===== src/rtl/seg7_pkg.sv =====
// Shared constants and the hex-to-segment table for the 7-segment scan controller.
package seg7_pkg;

    localparam int         N_DIGITS  = 4;
    localparam logic [7:0] SEG_BLANK = 8'hFF;
    localparam logic [3:0] AN_OFF    = 4'hF;

    // Active-low {a,b,c,d,e,f,g,dp}; dp is always off (bit0 = 1) in the table.
    function automatic logic [7:0] hex_seg(input logic [3:0] nib);
        logic [7:0] s;
        case (nib)
            4'h0: s = 8'h03;
            4'h1: s = 8'h9F;
            4'h2: s = 8'h25;
            4'h3: s = 8'h0D;
            4'h4: s = 8'h99;
            4'h5: s = 8'h49;
            4'h6: s = 8'h41;
            4'h7: s = 8'h1F;
            4'h8: s = 8'h01;
            4'h9: s = 8'h09;
            4'hA: s = 8'h11;
            4'hB: s = 8'hC1;
            4'hC: s = 8'h63;
            4'hD: s = 8'h85;
            4'hE: s = 8'h61;
            default: s = 8'h71;
        endcase
        return s;
    endfunction

endpackage


===== src/rtl/seg7_scan_ctrl_hex_to_seg.sv =====
// Combinational nibble + decimal point to active-low segment encoder.
module hex_to_seg
    import seg7_pkg::*;
(
    input  logic [3:0] nibble_i,
    input  logic       dp_i,
    output logic [7:0] seg_o
);

    // Table bit0 is 1, so masking it with ~dp_i yields the active-low dp.
    assign seg_o = hex_seg(nibble_i) & {7'h7F, ~dp_i};

endmodule


===== src/rtl/seg7_scan_ctrl.sv =====
// 4-digit common-anode display scanner with per-slot blanking and
// frame-synchronous value update (pending -> shadow only at frame boundary).
module seg7_scan_ctrl
    import seg7_pkg::*;
#(
    parameter int CLK_DIV      = 50000,
    parameter int BLANK_CYCLES = 500
) (
    input  logic                      clk_i,
    input  logic                      rst_ni,
    input  logic [4*N_DIGITS-1:0]     value_i,
    input  logic [N_DIGITS-1:0]       dp_i,
    input  logic [N_DIGITS-1:0]       en_i,
    input  logic                      load_i,
    output logic                      pending_o,
    output logic                      frame_o,
    output logic [N_DIGITS-1:0]       anodos_o,
    output logic [7:0]                segmentos_o
);

    localparam int             CW        = $clog2(CLK_DIV);
    localparam logic [CW-1:0]  CNT_LAST  = CW'(CLK_DIV - 1);
    localparam logic [CW-1:0]  CNT_BLANK = CW'(BLANK_CYCLES);

    if (CLK_DIV < 2 || BLANK_CYCLES < 0 || BLANK_CYCLES >= CLK_DIV) begin : g_param_chk
        $error("seg7_scan_ctrl: need CLK_DIV >= 2 and 0 <= BLANK_CYCLES < CLK_DIV");
    end

    logic [CW-1:0]           cnt_q, cnt_d;
    logic [1:0]              idx_q, idx_d;
    logic [4*N_DIGITS-1:0]   pend_val_q, pend_val_d, shad_val_q, shad_val_d;
    logic [N_DIGITS-1:0]     pend_dp_q, pend_dp_d, shad_dp_q, shad_dp_d;
    logic                    pend_q, pend_d;
    logic                    bnd_q, frame_q;
    logic [N_DIGITS-1:0]     an_q, an_d;
    logic [7:0]              seg_q, seg_d, enc;
    logic                    boundary, wrap, lit;

    assign wrap     = (cnt_q == CNT_LAST);
    assign boundary = wrap && (idx_q == 2'd3);
    assign lit      = (cnt_q >= CNT_BLANK) && en_i[idx_q];

    hex_to_seg u_enc (
        .nibble_i (shad_val_q[{idx_q, 2'b00} +: 4]),
        .dp_i     (shad_dp_q[idx_q]),
        .seg_o    (enc)
    );

    always_comb begin
        cnt_d      = wrap ? '0 : cnt_q + 1'b1;
        idx_d      = wrap ? idx_q + 2'd1 : idx_q;
        an_d       = lit ? ~(4'b0001 << idx_q) : AN_OFF;
        seg_d      = lit ? enc : SEG_BLANK;
        pend_val_d = pend_val_q;
        pend_dp_d  = pend_dp_q;
        pend_d     = pend_q;
        shad_val_d = shad_val_q;
        shad_dp_d  = shad_dp_q;
        // A load landing on the boundary itself goes straight to shadow.
        if (boundary) begin
            pend_d = 1'b0;
            if (load_i) begin
                shad_val_d = value_i;
                shad_dp_d  = dp_i;
            end else if (pend_q) begin
                shad_val_d = pend_val_q;
                shad_dp_d  = pend_dp_q;
            end
        end else if (load_i) begin
            pend_val_d = value_i;
            pend_dp_d  = dp_i;
            pend_d     = 1'b1;
        end
    end

    always_ff @(posedge clk_i or negedge rst_ni) begin
        if (!rst_ni) begin
            cnt_q      <= '0;
            idx_q      <= '0;
            pend_val_q <= '0;
            pend_dp_q  <= '0;
            pend_q     <= 1'b0;
            shad_val_q <= '0;
            shad_dp_q  <= '0;
            bnd_q      <= 1'b0;
            frame_q    <= 1'b0;
            an_q       <= AN_OFF;
            seg_q      <= SEG_BLANK;
        end else begin
            cnt_q      <= cnt_d;
            idx_q      <= idx_d;
            pend_val_q <= pend_val_d;
            pend_dp_q  <= pend_dp_d;
            pend_q     <= pend_d;
            shad_val_q <= shad_val_d;
            shad_dp_q  <= shad_dp_d;
            // frame_o lines up with the output cycle showing idx 0 / cnt 0.
            bnd_q      <= boundary;
            frame_q    <= bnd_q;
            an_q       <= an_d;
            seg_q      <= seg_d;
        end
    end

    assign pending_o   = pend_q;
    assign frame_o     = frame_q;
    assign anodos_o    = an_q;
    assign segmentos_o = seg_q;

endmodule


===== config.mk =====
export PLATFORM = sky130hd
export DESIGN_NAME = seg7_scan_ctrl
export DESIGN_NICKNAME = d
export VERILOG_FILES = /design/src/rtl/seg7_pkg.sv /design/src/rtl/seg7_scan_ctrl_hex_to_seg.sv /design/src/rtl/seg7_scan_ctrl.sv
export SDC_FILE = /design/constraint.sdc
export NUM_CORES = 1
export LEC_CHECK = 0
export BUFFER_PORTS_ARGS = -buffer_cell sky130_fd_sc_hd__buf_4
export CAP_MARGIN = 20
export CORE_MARGIN = 4
export CORE_UTILIZATION = 59
export DETAILED_ROUTE_END_ITERATION = 10
export PLACE_DENSITY = 0.87
export SLEW_MARGIN = 5
export SYNTH_ARGS = -nofsm -noshare
export SYNTH_HDL_FRONTEND = slang
export SYNTH_SLANG_ARGS = --single-unit

===== constraint.sdc =====
create_clock -name clk_i -period 2.45 [get_ports clk_i]
set_input_delay 0.245 -clock clk_i [delete_from_list [all_inputs] [get_ports clk_i]]
set_output_delay 0.245 -clock clk_i [all_outputs]
set_load 0.01 [all_outputs]

==> metrics.md, run 1 <==
| Metric | Value |
|---|---|
| Flop and latch count out of synthesis | `73` |
| HPWL Detailed | `roughly 5.7 mm` |
| Post-synth EDFFs | `0` |
| Total GRT Usage | `between 20% and 30%` |
| H-tree depth | `3` |
| Final setup violation count | `0` |
| Post-synthesis cell type count | `43` |
| Failing checks | `hold timing` |
| Final GP Congestion | `between 0.8 and 0.9` |
| Critical-path cell list | `or4bb_1 > nor4_4 > buf_4 > a21oi_2 > buf_6 > mux2_1` |
| Leading area contributor after synthesis | `dfrtp_1` |
| Cts bufs inserted | `9` |
| Total number of yosys warnings | `0` |
| Die Height | `87.9 um` |
| Setup Skew | `~0.0085 ns` |
| Syn Inst Count | `about 300` |
| Detailed-router iteration count before antenna repair | `4` |
| Clk Latency, worst-skew pair | `0.35 ns` |
| Total power divided by cell area | `575 nW/um^2` |
| Synth Flop Type | `dfrtp_1` |
| Vias/cell | `about 6.5` |
| Mapped Area | `between 3000 and 4000 sq um` |
| Worst EP arrival | `about 2.6 ns` |
| Peak VDD IR | `between 0.6 and 0.7 mV` |
| Worst-Margin Slew | `0.882 ns` |
| ANT nets after route | `0` |
| Post-CTS Hold Buffers | `0` |
| Synthesized Nets | `343` |
| Slew Limit Fails | `0` |
| DR iter-0 viols | `162` |
| WS Path Type | `reg -> reg` |
| Vias in the first global route | `about 2.8k` |
| Routed WL | `around 8.5 mm` |
| Die Span X | `approximately 90 um` |
| Fmax | `approximately 420 MHz` |
| Clk buf depth | `2` |
| Synth area leaders | `dfrtp_1, dfstp_2, mux2_1, a221o_1, a41o_1` |
| Post-route core utilization | `73.2%` |
| Clock group share of total power | `between 40% and 50%` |
| Period utilization | `98.0%` |
| IO Count | `between 40 and 50` |
| Top cell type's share of synthesized area | `between 40% and 50%` |
| Initial Utilization | `between 60% and 70%` |
| Rows | `28` |
| Hold slack | `-0.0104 ns` |
| Core area | `6060 sq um` |
| WL/cell | `20.0 um` |
| First-pass GRT wire length | `~14 mm` |
| Layout Nets | `about 390` |
| Seq/Total Area, Yosys | `49.0%` |
| WP buf/inv | `2` |
| Sw frac | `between 20% and 30%` |
| Reg2Reg Setup Slack | `just under 0.05 ns` |
| P_int | `a little over 2 mW` |
| TritonCTS clock tree | `built` |
| Ys async rst share | `100%` |
| Max incr delay on CP | `around 0.56 ns` |
| Port Buf Inserts | `40` |
| Worst setup margin | `just under 0.05 ns` |
| Worst min path class | `in -> async` |
| Critical Path Start Type | `flop` |
| Root buf cell | `clkbuf_8` |
| P_sw | `0.525 mW` |
| Pwr Total | `about 2.6 mW` |
| Minimum clock period | `between 2 and 2.5 ns` |
| Relative slew margins | `roughly 41%` |
| CP endpoint kind | `flop` |
| Grt ovf | `0` |
| Fillers | `418` |
| Final Hold Violating Endpoints | `12` |
| TNS Setup | `0 ns` |
| Slowest-stage cell, CP | `or4bb_1` |
| Number of antenna violations at the first check in global routing | `0` |
| Reg power frac | `approximately half` |
| Largest net degree at the start of global routing | `74` |
| CTS Sinks | `between 70 and 80` |
| Max-cap violations | `0` |
| CP Max Fanout | `16` |
| Req. time, crit path | `approximately 2.7 ns` |
| Logic gate share of total power | `4.5%` |
| Status | `finished with violations` |
| # DRC | `0` |
| Setup WS pre-CTS | `0.0429 ns` |
| Clock transition at the registers of the reported paths | `around 0.080 ns` |
| Worst path top cell family by delay | `simple AND/OR/NAND/NOR gates` |
| Die ar. | `around 7700 sq um` |
| Syn Area/Cell | `around 12 sq um` |
| DR vias | `2,774` |
| Lkg Pwr | `2.08 nW` |
| Synth-to-layout area growth | `18.0%` |
| Diodes inserted | `0` |
| Share of layout cells above drive strength 1 | `between 20 and 30%` |
==> power by group through the flow <==
| stage | sequential (mW) | combinational [mW] | clock [mW] |
|---|---|---|---|
| after floorplan | 1.27 | 0.0421 | 0 |
| after global placement | 1.28 | 0.109 | 0 |
| after global routing | 1.26 | 0.127 | 1.26 |
| after detailed placement | 1.28 | 0.114 | 0 |
| final | 1.26 | 0.114 | 1.18 |
| after CTS | 1.25 | 0.115 | 1.20 |
==> flip-flops by register name (all words and copies together), names as in the netlist, 2 cells and up <==
register,cells
pend_val_q,16
anodos_o,4
shad_val_q,16
cnt_q,16
idx_q,2
pend_dp_q,4
shad_dp_q,4
segmentos_o,8
==> cells in the mapped netlist (2+ instances only) <==
cell,number
dfrtp_1,61
a221o_1,20
a41o_1,20
mux2_1,20
nor3b_1,20
clkbuf_1,15
dfstp_2,12
ha_1,12
nand2_1,12
xor2_1,11
nor2_1,10
buf_2,9
inv_1,7
xnor2_1,7
mux4_2,6
and3_1,5
mux2_2,5
and2_1,4
and4_1,4
mux2i_1,4
nand4_1,4
or3b_2,4
a21oi_1,3
nand3_1,3
o311ai_0,3
nand4b_1,2
nor2b_1,2
nor4_1,2
o21ai_0,2
o221ai_1,2
==> cell type report <==
class	count	area [sq um]	share of cell area, %
multi-input combinational	199	1790	40.4
clock buffer	12	155	3.50
tap	75	93.8	2.11
inverter	8	30.0	0.677
timing repair buffer	56	425	9.59
sequential	73	1840	41.5
clock inverter	4	98.8	2.23
==> layer usage <==
layer	part of all wire, %	GRT usage, %	vias up	routed length (um)
li1	-	-	1252	-
met4	1.2	11.0	0	102
met1	43	30.1	1410	3650
met3	5.6	5.64	15	475
met5	0	0	-	0
met2	50	39.2	97	4310
==> path summary, 6_finish.rpt <==
path / startpoint / endpoint / cells past startpoint
worst max register to register: cnt_q[5]$_DFF_PN0_ / pend_val_q[10]$_DFFE_PN0P_ / 6
min in group clk_i: value_i[2] / pend_val_q[2]$_DFFE_PN0P_ / 2
max in group asynchronous: rst_ni / pend_dp_q[2]$_DFFE_PN0P_ / 1
worst max-delay path: cnt_q[5]$_DFF_PN0_ / pend_val_q[10]$_DFFE_PN0P_ / 6
worst min register to register: bnd_q$_DFF_PN0_ / frame_o$_DFF_PN0_ / 0
worst min-delay path: rst_ni / cnt_q[14]$_DFF_PN0_ / 1
==> metrics by stage <==
stage | hold WS, ns | std cells | area, sq um
detailed placement | 0.340 | 407 | 4150
finish | -0.0104 | 427 | 4440
global route | 0.0730 | 427 | 4440
CTS | 0.0391 | 423 | 4400
floorplan | -0.0506 | 304 | 3760
global placement | 0.333 | 407 | 4150
==> cell families (layout without fill, tap and decap cells) <==
kind of cell               count (synthesis)  after routing  synth area share [%]
and+or+nand+nor                           75             75                  12.9
DFF                                       73             73                  49.0
AOI/OAI and AO/OA                         59             59                  14.3
muxes                                     35             35                  12.1
buffers and inverters                     32             80                  3.49
xor gates and xnor gates                  18             18                  4.19
adders and majority gates                 12             12                  3.99
==> repair_timing <==
| item | 4_1_cts | 5_1_grt |
|---|---|---|
| cloned | 0 | 0 |
| setup endpoints to repair | 1 | 20 |
| endpoints found under the hold margin | 0 | 0 |
| setup buffers | 0 | 2 |
| gates resized for setup | 0 | 1 |
| pin swaps | 0 | 1 |
==> cell usage in the layout (no fill, tap or decap), types with 3 or more instances in the layout <==
master and n:
nand3_1 3, xor2_1 11, or3b_2 4, ha_1 12, mux4_2 6, xnor2_1 7
inv_1 7, o311ai_0 3, nand2_1 12, mux2i_1 4, nand4_1 4, a41o_1 20
nor3b_1 20, mux2_2 5, mux2_1 20, nor2_1 10, dfrtp_1 61, and4_1 4
bufinv_16 3, and2_1 4, a221o_1 20, buf_4 53, dfstp_2 12, and3_1 5
clkbuf_8 11
(Power assumes the default switching activity.)
==> run 2: changes to the inputs <==
CAP_MARGIN = default   (was 20)
SETUP_SLACK_MARGIN = 0.3   (was default)
==> metrics.md, run 2 (same netlist as run 1, synthesis figures left out) <==
| Metric | Value |
|---|---|
| Most frequent cells in the layout | `dfrtp_1, buf_4, nor3b_1, a41o_1, a221o_1` |
| Critical Path Start Type | `flop` |
| Register-to-Register Path Depth | `6` |
| WS Path Type | `reg -> reg` |
| RSZ-0062 raised after global routing | `yes` |
| Clk Latency, worst-skew pair | `0.36 ns` |
| Peak VDD IR | `between 0.6 and 0.7 mV` |
| Die ar. | `7720 sq um` |
| First-pass GRT wire length | `between 15 and 20 mm` |
| Cts bufs inserted | `9` |
| Placed cells | `slightly above 400` |
| Routed WL | `approximately 11 mm` |
| Final Hold Violating Endpoints | `0` |
| DR iter-0 viols | `180` |
| RR Startpoint | `cnt_q[5]$_DFF_PN0_` |
| CP Max Fanout | `5` |
| CP endpoint kind | `flop` |
| Top Registers | `cnt_q x16, pend_val_q x16, shad_val_q x16` |
| H-tree depth | `3` |
| Worst setup path endpoint | `shad_val_q[8]$_DFFE_PN0P_` |
| Lkg Pwr | `~2.3 nW` |
| Logic gate share of total power | `5.5%` |
| Vias/cell | `6.80` |
| Max-cap violations | `0` |
| Worst min path class | `in -> async` |
| Final setup violation count | `0` |
| Worst EP arrival | `2.46 ns` |
| Req. time, crit path | `about 2.7 ns` |
| Reg power frac | `48.4%` |
| Number of antenna violations at the first check in global routing | `0` |
| DR vias | `about 3k` |
| # DRC | `0` |
| Clk buf depth | `2` |
| Diodes inserted | `0` |
| Layout Nets | `approximately 400` |
| Rows | `28` |
| Post-Layout Cell Count | `roughly 440` |
| HPWL Detailed | `~5.7 mm` |
| CTS Sinks | `between 70 and 80` |
| Total power divided by cell area | `543 nW/um^2` |
| TNS Setup | `0 ns` |
| IO Count | `approximately 40` |
| Post-CTS Hold Buffers | `0` |
| Clock transition at the registers of the reported paths | `approximately 0.08 ns` |
| Detailed-router iteration count before antenna repair | `5` |
| P_int | `roughly 2.0 mW` |
| Largest net degree at the start of global routing | `74` |
| Grt ovf | `0` |
| ANT nets after route | `0` |
| Total GRT Usage | `around 28%` |
| WL/cell | `between 20 and 25 um` |
| Vias in the first global route | `just over 3k` |
| Reg2Reg Setup Slack | `approximately 0.23 ns` |
| Clock group share of total power | `around 46%` |
| Core area | `around 6100 sq um` |
| Die Span X | `87.9 um` |
| Die Height | `just under 90 um` |
| CP startpoint | `cnt_q[5]$_DFF_PN0_` |
| Final GP Congestion | `slightly above 0.8` |
| Fmax | `about 450 MHz` |
| Status | `complete, no violations` |
| Initial Utilization | `62.1%` |
| Fillers | `around 360` |
| Synth-to-layout area growth | `27.4%` |
| Relative slew margins | `40.6%` |
| Root buf cell | `clkbuf_8` |
| Sw frac | `21.5%` |
| Worst-Margin Slew | `0.891 ns` |
| TritonCTS clock tree | `built` |
| Share of layout cells above drive strength 1 | `slightly below 40%` |
| P_sw | `0.561 mW` |
| Period utilization | `between 90% and 100%` |
| Port Buf Inserts | `40` |
| Slew Limit Fails | `0` |
| Setup Skew | `~0.012 ns` |
| Commonest non-fill, non-tap cell in the layout | `dfrtp_1` |
| Minimum clock period | `about 2.2 ns` |
| Reg2reg end | `shad_val_q[8]$_DFFE_PN0P_` |
-- run 2: how the worst min path moves through the flow --
stage / to / depth (start not counted) / start
2_1_floorplan: bnd_q$_DFF_PN0_ / 0 / rst_ni
3_3_place_gp: frame_o$_DFF_PN0_ / 0 / bnd_q$_DFF_PN0_
3_5_place_dp: frame_o$_DFF_PN0_ / 0 / bnd_q$_DFF_PN0_
4_1_cts: cnt_q[14]$_DFF_PN0_ / 1 / rst_ni
5_1_grt: cnt_q[14]$_DFF_PN0_ / 1 / rst_ni
6_report: shad_dp_q[3]$_DFFE_PN0P_ / 1 / rst_ni
-- run 2: area by class of cell --
| type | instances | area (sq um) | share of cell area [%] |
|---|---|---|---|
| Multi-Input combinational cell | 201 | 1910 | 39.8 |
| Tap cell | 75 | 93.8 | 1.96 |
| Timing Repair Buffer | 70 | 661 | 13.8 |
| Clock buffer | 12 | 155 | 3.24 |
| Inverter | 8 | 30.0 | 0.627 |
| Clock inverter | 4 | 98.8 | 2.06 |
| Sequential cell | 73 | 1850 | 38.5 |
-- run 2: critical path, cell delays in order, from the launching register on --
cell and delay [ns]:
dfrtp_2 0.42, or4bb_4 0.54, nor4_4 0.34, buf_6 0.17, nand2_4 0.09, clkbuf_16 0.18, a221o_1 0.36
-- run 2: power groups by stage --
stage,logic [mW],clock network (mW),registers (mW)
final,0.142,1.20,1.26
after global routing,0.153,1.26,1.26
after CTS,0.120,1.20,1.25
after detailed placement,0.114,0,1.28
after global placement,0.109,0,1.28
after floorplan,0.0421,0,1.27
-- run 2: metal layers --
metal	up-vias	GRT usage, %	part of all wire (%)
li1	1289	-	-
met1	1542	34.6	41
met2	151	46.4	49
met3	32	6.87	6.6
met4	0	11.6	2.6
met5	-	0	0
-- run 2: repair_timing --
item / 4_1_cts / 5_1_grt
gates resized for setup: 28 / 20
cloned: 6 / 1
hold endpoints to repair: 0 / 0
setup endpoints to repair: 50 / 42
pin swaps: 6 / 11
buffers inserted: 11 / 2
-- run 2: through the flow --
| step | util, % | worst slack [ns] | power, mW | instance area (sq um) | hold WS (ns) |
|---|---|---|---|---|---|
| after floorplan | - | 0.304 | 1.31 | 3760 | -0.0506 |
| after global placement | 68.5 | 0.119 | 1.38 | 4150 | 0.333 |
| after detailed placement | 68.5 | 0.0429 | 1.39 | 4150 | 0.340 |
| after CTS | 77.3 | 0.253 | 2.57 | 4690 | 0.0396 |
| after global routing | 79.1 | 0.176 | 2.68 | 4790 | 0.0723 |
| final | 79.1 | 0.228 | 2.60 | 4790 | 0.0150 |
==> run 3: changes to the inputs <==
CORE_UTILIZATION = 55   (was 59)
PLACE_DENSITY = 0.82   (was 0.87)
==> metrics.md, run 3 (same netlist as run 1, synthesis figures left out) <==
| Metric | Value |
|---|---|
| Minimum clock period | `roughly 2.3 ns` |
| WL/cell | `between 20 and 25 um` |
| Fmax | `between 400 and 500 MHz` |
| Final Hold Violating Endpoints | `0` |
| FF/Latch Area | `~1800 sq um` |
| Cts bufs inserted | `9` |
| Lkg Pwr | `2.25 nW` |
| Worst EP arrival | `~2.5 ns` |
| Die Span X | `between 90 and 100 um` |
| Routed WL | `around 9.8 mm` |
| DR vias | `around 3.0k` |
| Core area | `roughly 6500 sq um` |
| Diodes inserted | `0` |
| First-pass GRT wire length | `~15 mm` |
| TNS Setup | `0 ns` |
| Root buf cell | `clkbuf_8` |
| RSZ-0062 raised after global routing | `yes` |
| Pwr Total | `approximately 2.4 mW` |
| Number of antenna violations at the first check in global routing | `0` |
| HPWL Detailed | `5.37 mm` |
| Final GP Congestion | `0.823` |
| Worst min path class | `in -> async` |
| Most frequent cells in the layout | `buf_4, dfrtp_1` |
| Setup Skew | `0.0105 ns` |
| CTS Sinks | `73` |
| Share of layout cells above drive strength 1 | `36.4%` |
| Commonest non-fill, non-tap cell in the layout | `buf_4` |
| Critical Path Start Type | `flop` |
| Rows | `29` |
| Period utilization | `between 90% and 100%` |
| WS Path Type | `reg -> reg` |
| Largest net degree at the start of global routing | `74` |
| Synth-to-layout area growth | `28.4%` |
| Vias/cell | `about 6.5` |
| DR iter-0 viols | `130` |
| Max-cap violations | `0` |
| Detailed-router iteration count before antenna repair | `4` |
| Post-CTS Hold Buffers | `0` |
| Vias in the first global route | `slightly above 3k` |
| Total power divided by cell area | `roughly 500 nW/um^2` |
| Status | `complete, no violations` |
| Relative slew margins | `between 40% and 50%` |
| Slew Limit Fails | `0` |
| CP Max Fanout | `5` |
| Multi-input logic area | `~1900 sq um` |
| Port Buf Inserts | `40` |
| Layout Nets | `around 410` |
| Worst-Margin Slew | `0.896 ns` |
| Initial Utilization | `between 50 and 60%` |
| Fillers | `a little over 400` |
| IO Count | `about 40` |
| Clock transition at the registers of the reported paths | `about 0.07 ns` |
| Die ar. | `8230 sq um` |
| Peak VDD IR | `0.360 mV` |
| Clk buf depth | `2` |
| CP endpoint kind | `flop` |
| Clk Latency, worst-skew pair | `approximately 0.36 ns` |
| ANT nets after route | `0` |
| Total GRT Usage | `23.6%` |
| Top Registers | `cnt_q x16, pend_val_q x16, shad_val_q x16` |
| TritonCTS clock tree | `built` |
| Final setup violation count | `0` |
| H-tree depth | `3` |
| Grt ovf | `0` |
| Worst setup margin | `about 0.15 ns` |
| # DRC | `0` |
| Die Height | `roughly 91 um` |
| Req. time, crit path | `around 2.7 ns` |
| Setup WS pre-CTS | `0.0163 ns` |
[run 3: changes by cell type in the layout (fill, tap and decap cells not counted), sizes merged]
cell    delta
a21oi      -1
buf       +10
bufinv     -1
[run 3: where the power goes]
| group | total, mW | switching [mW] | internal [mW] |
|---|---|---|---|
| logic | 0.116 | 0.0647 | 0.0517 |
| clock network | 1.02 | 0.430 | 0.595 |
| registers | 1.26 | 0.0181 | 1.24 |
[run 3: worst paths after layout]
path                                startpoint                   endpoint  slack, ns  depth (start not counted)
max                        cnt_q[10]$_DFF_PN0_  shad_val_q[5]$_DFFE_PN0P_       0.15                          7
min                                     rst_ni         cnt_q[8]$_DFF_PN0_       0.02                          1
max reg2reg                cnt_q[10]$_DFF_PN0_  shad_val_q[5]$_DFFE_PN0P_       0.15                          7
min reg2reg                    bnd_q$_DFF_PN0_          frame_o$_DFF_PN0_       0.35                          0
max in group asynchronous               rst_ni       idx_q[0]$_DFFE_PN0N_       1.82                          1
min in group clk_i                  value_i[8]  pend_val_q[8]$_DFFE_PN0P_       0.11                          2
[run 3: area by class of cell]
class,instances,share of cell area [%]
multi-input combinational,200,38.8
sequential,73,38.2
timing repair buffer,80,16.1
clock buffer,12,3.01
tap,77,1.99
clock inverter,3,1.35
inverter,8,0.622
[run 3: worst max-delay path, cell delays in order, from the launching register on]
cell and delay [ns]:
dfrtp_1 0.43, or4_4 0.53, nor4_4 0.38, buf_6 0.18
nand2_8 0.07, buf_12 0.14, buf_16 0.12, a221o_1 0.33
[run 3: routing by layer]
layer,vias to the layer above,GRT usage (%),routed length [um]
met5,-,0,0
met4,0,10.6,286
met3,27,6.00,674
met2,135,37.9,4870
met1,1497,30.1,4000
li1,1307,-,-
[run 3: metrics by stage]
stage,cell area (sq um),hold WS [ns],util (%),cells
floorplan,3760,-0.0506,-,304
global placement,4170,0.334,64.1,411
detailed placement,4170,0.335,64.1,411
CTS,4680,0.0549,72.1,444
global route,4830,0.0901,74.4,453
finish,4830,0.0178,74.4,453
[run 3: repair_timing]
action	4_1_cts	5_1_grt
setup buffers	13	8
pin swaps	14	7
gates cloned	5	1
setup endpoints to repair	52	51
gates resized for setup	22	15
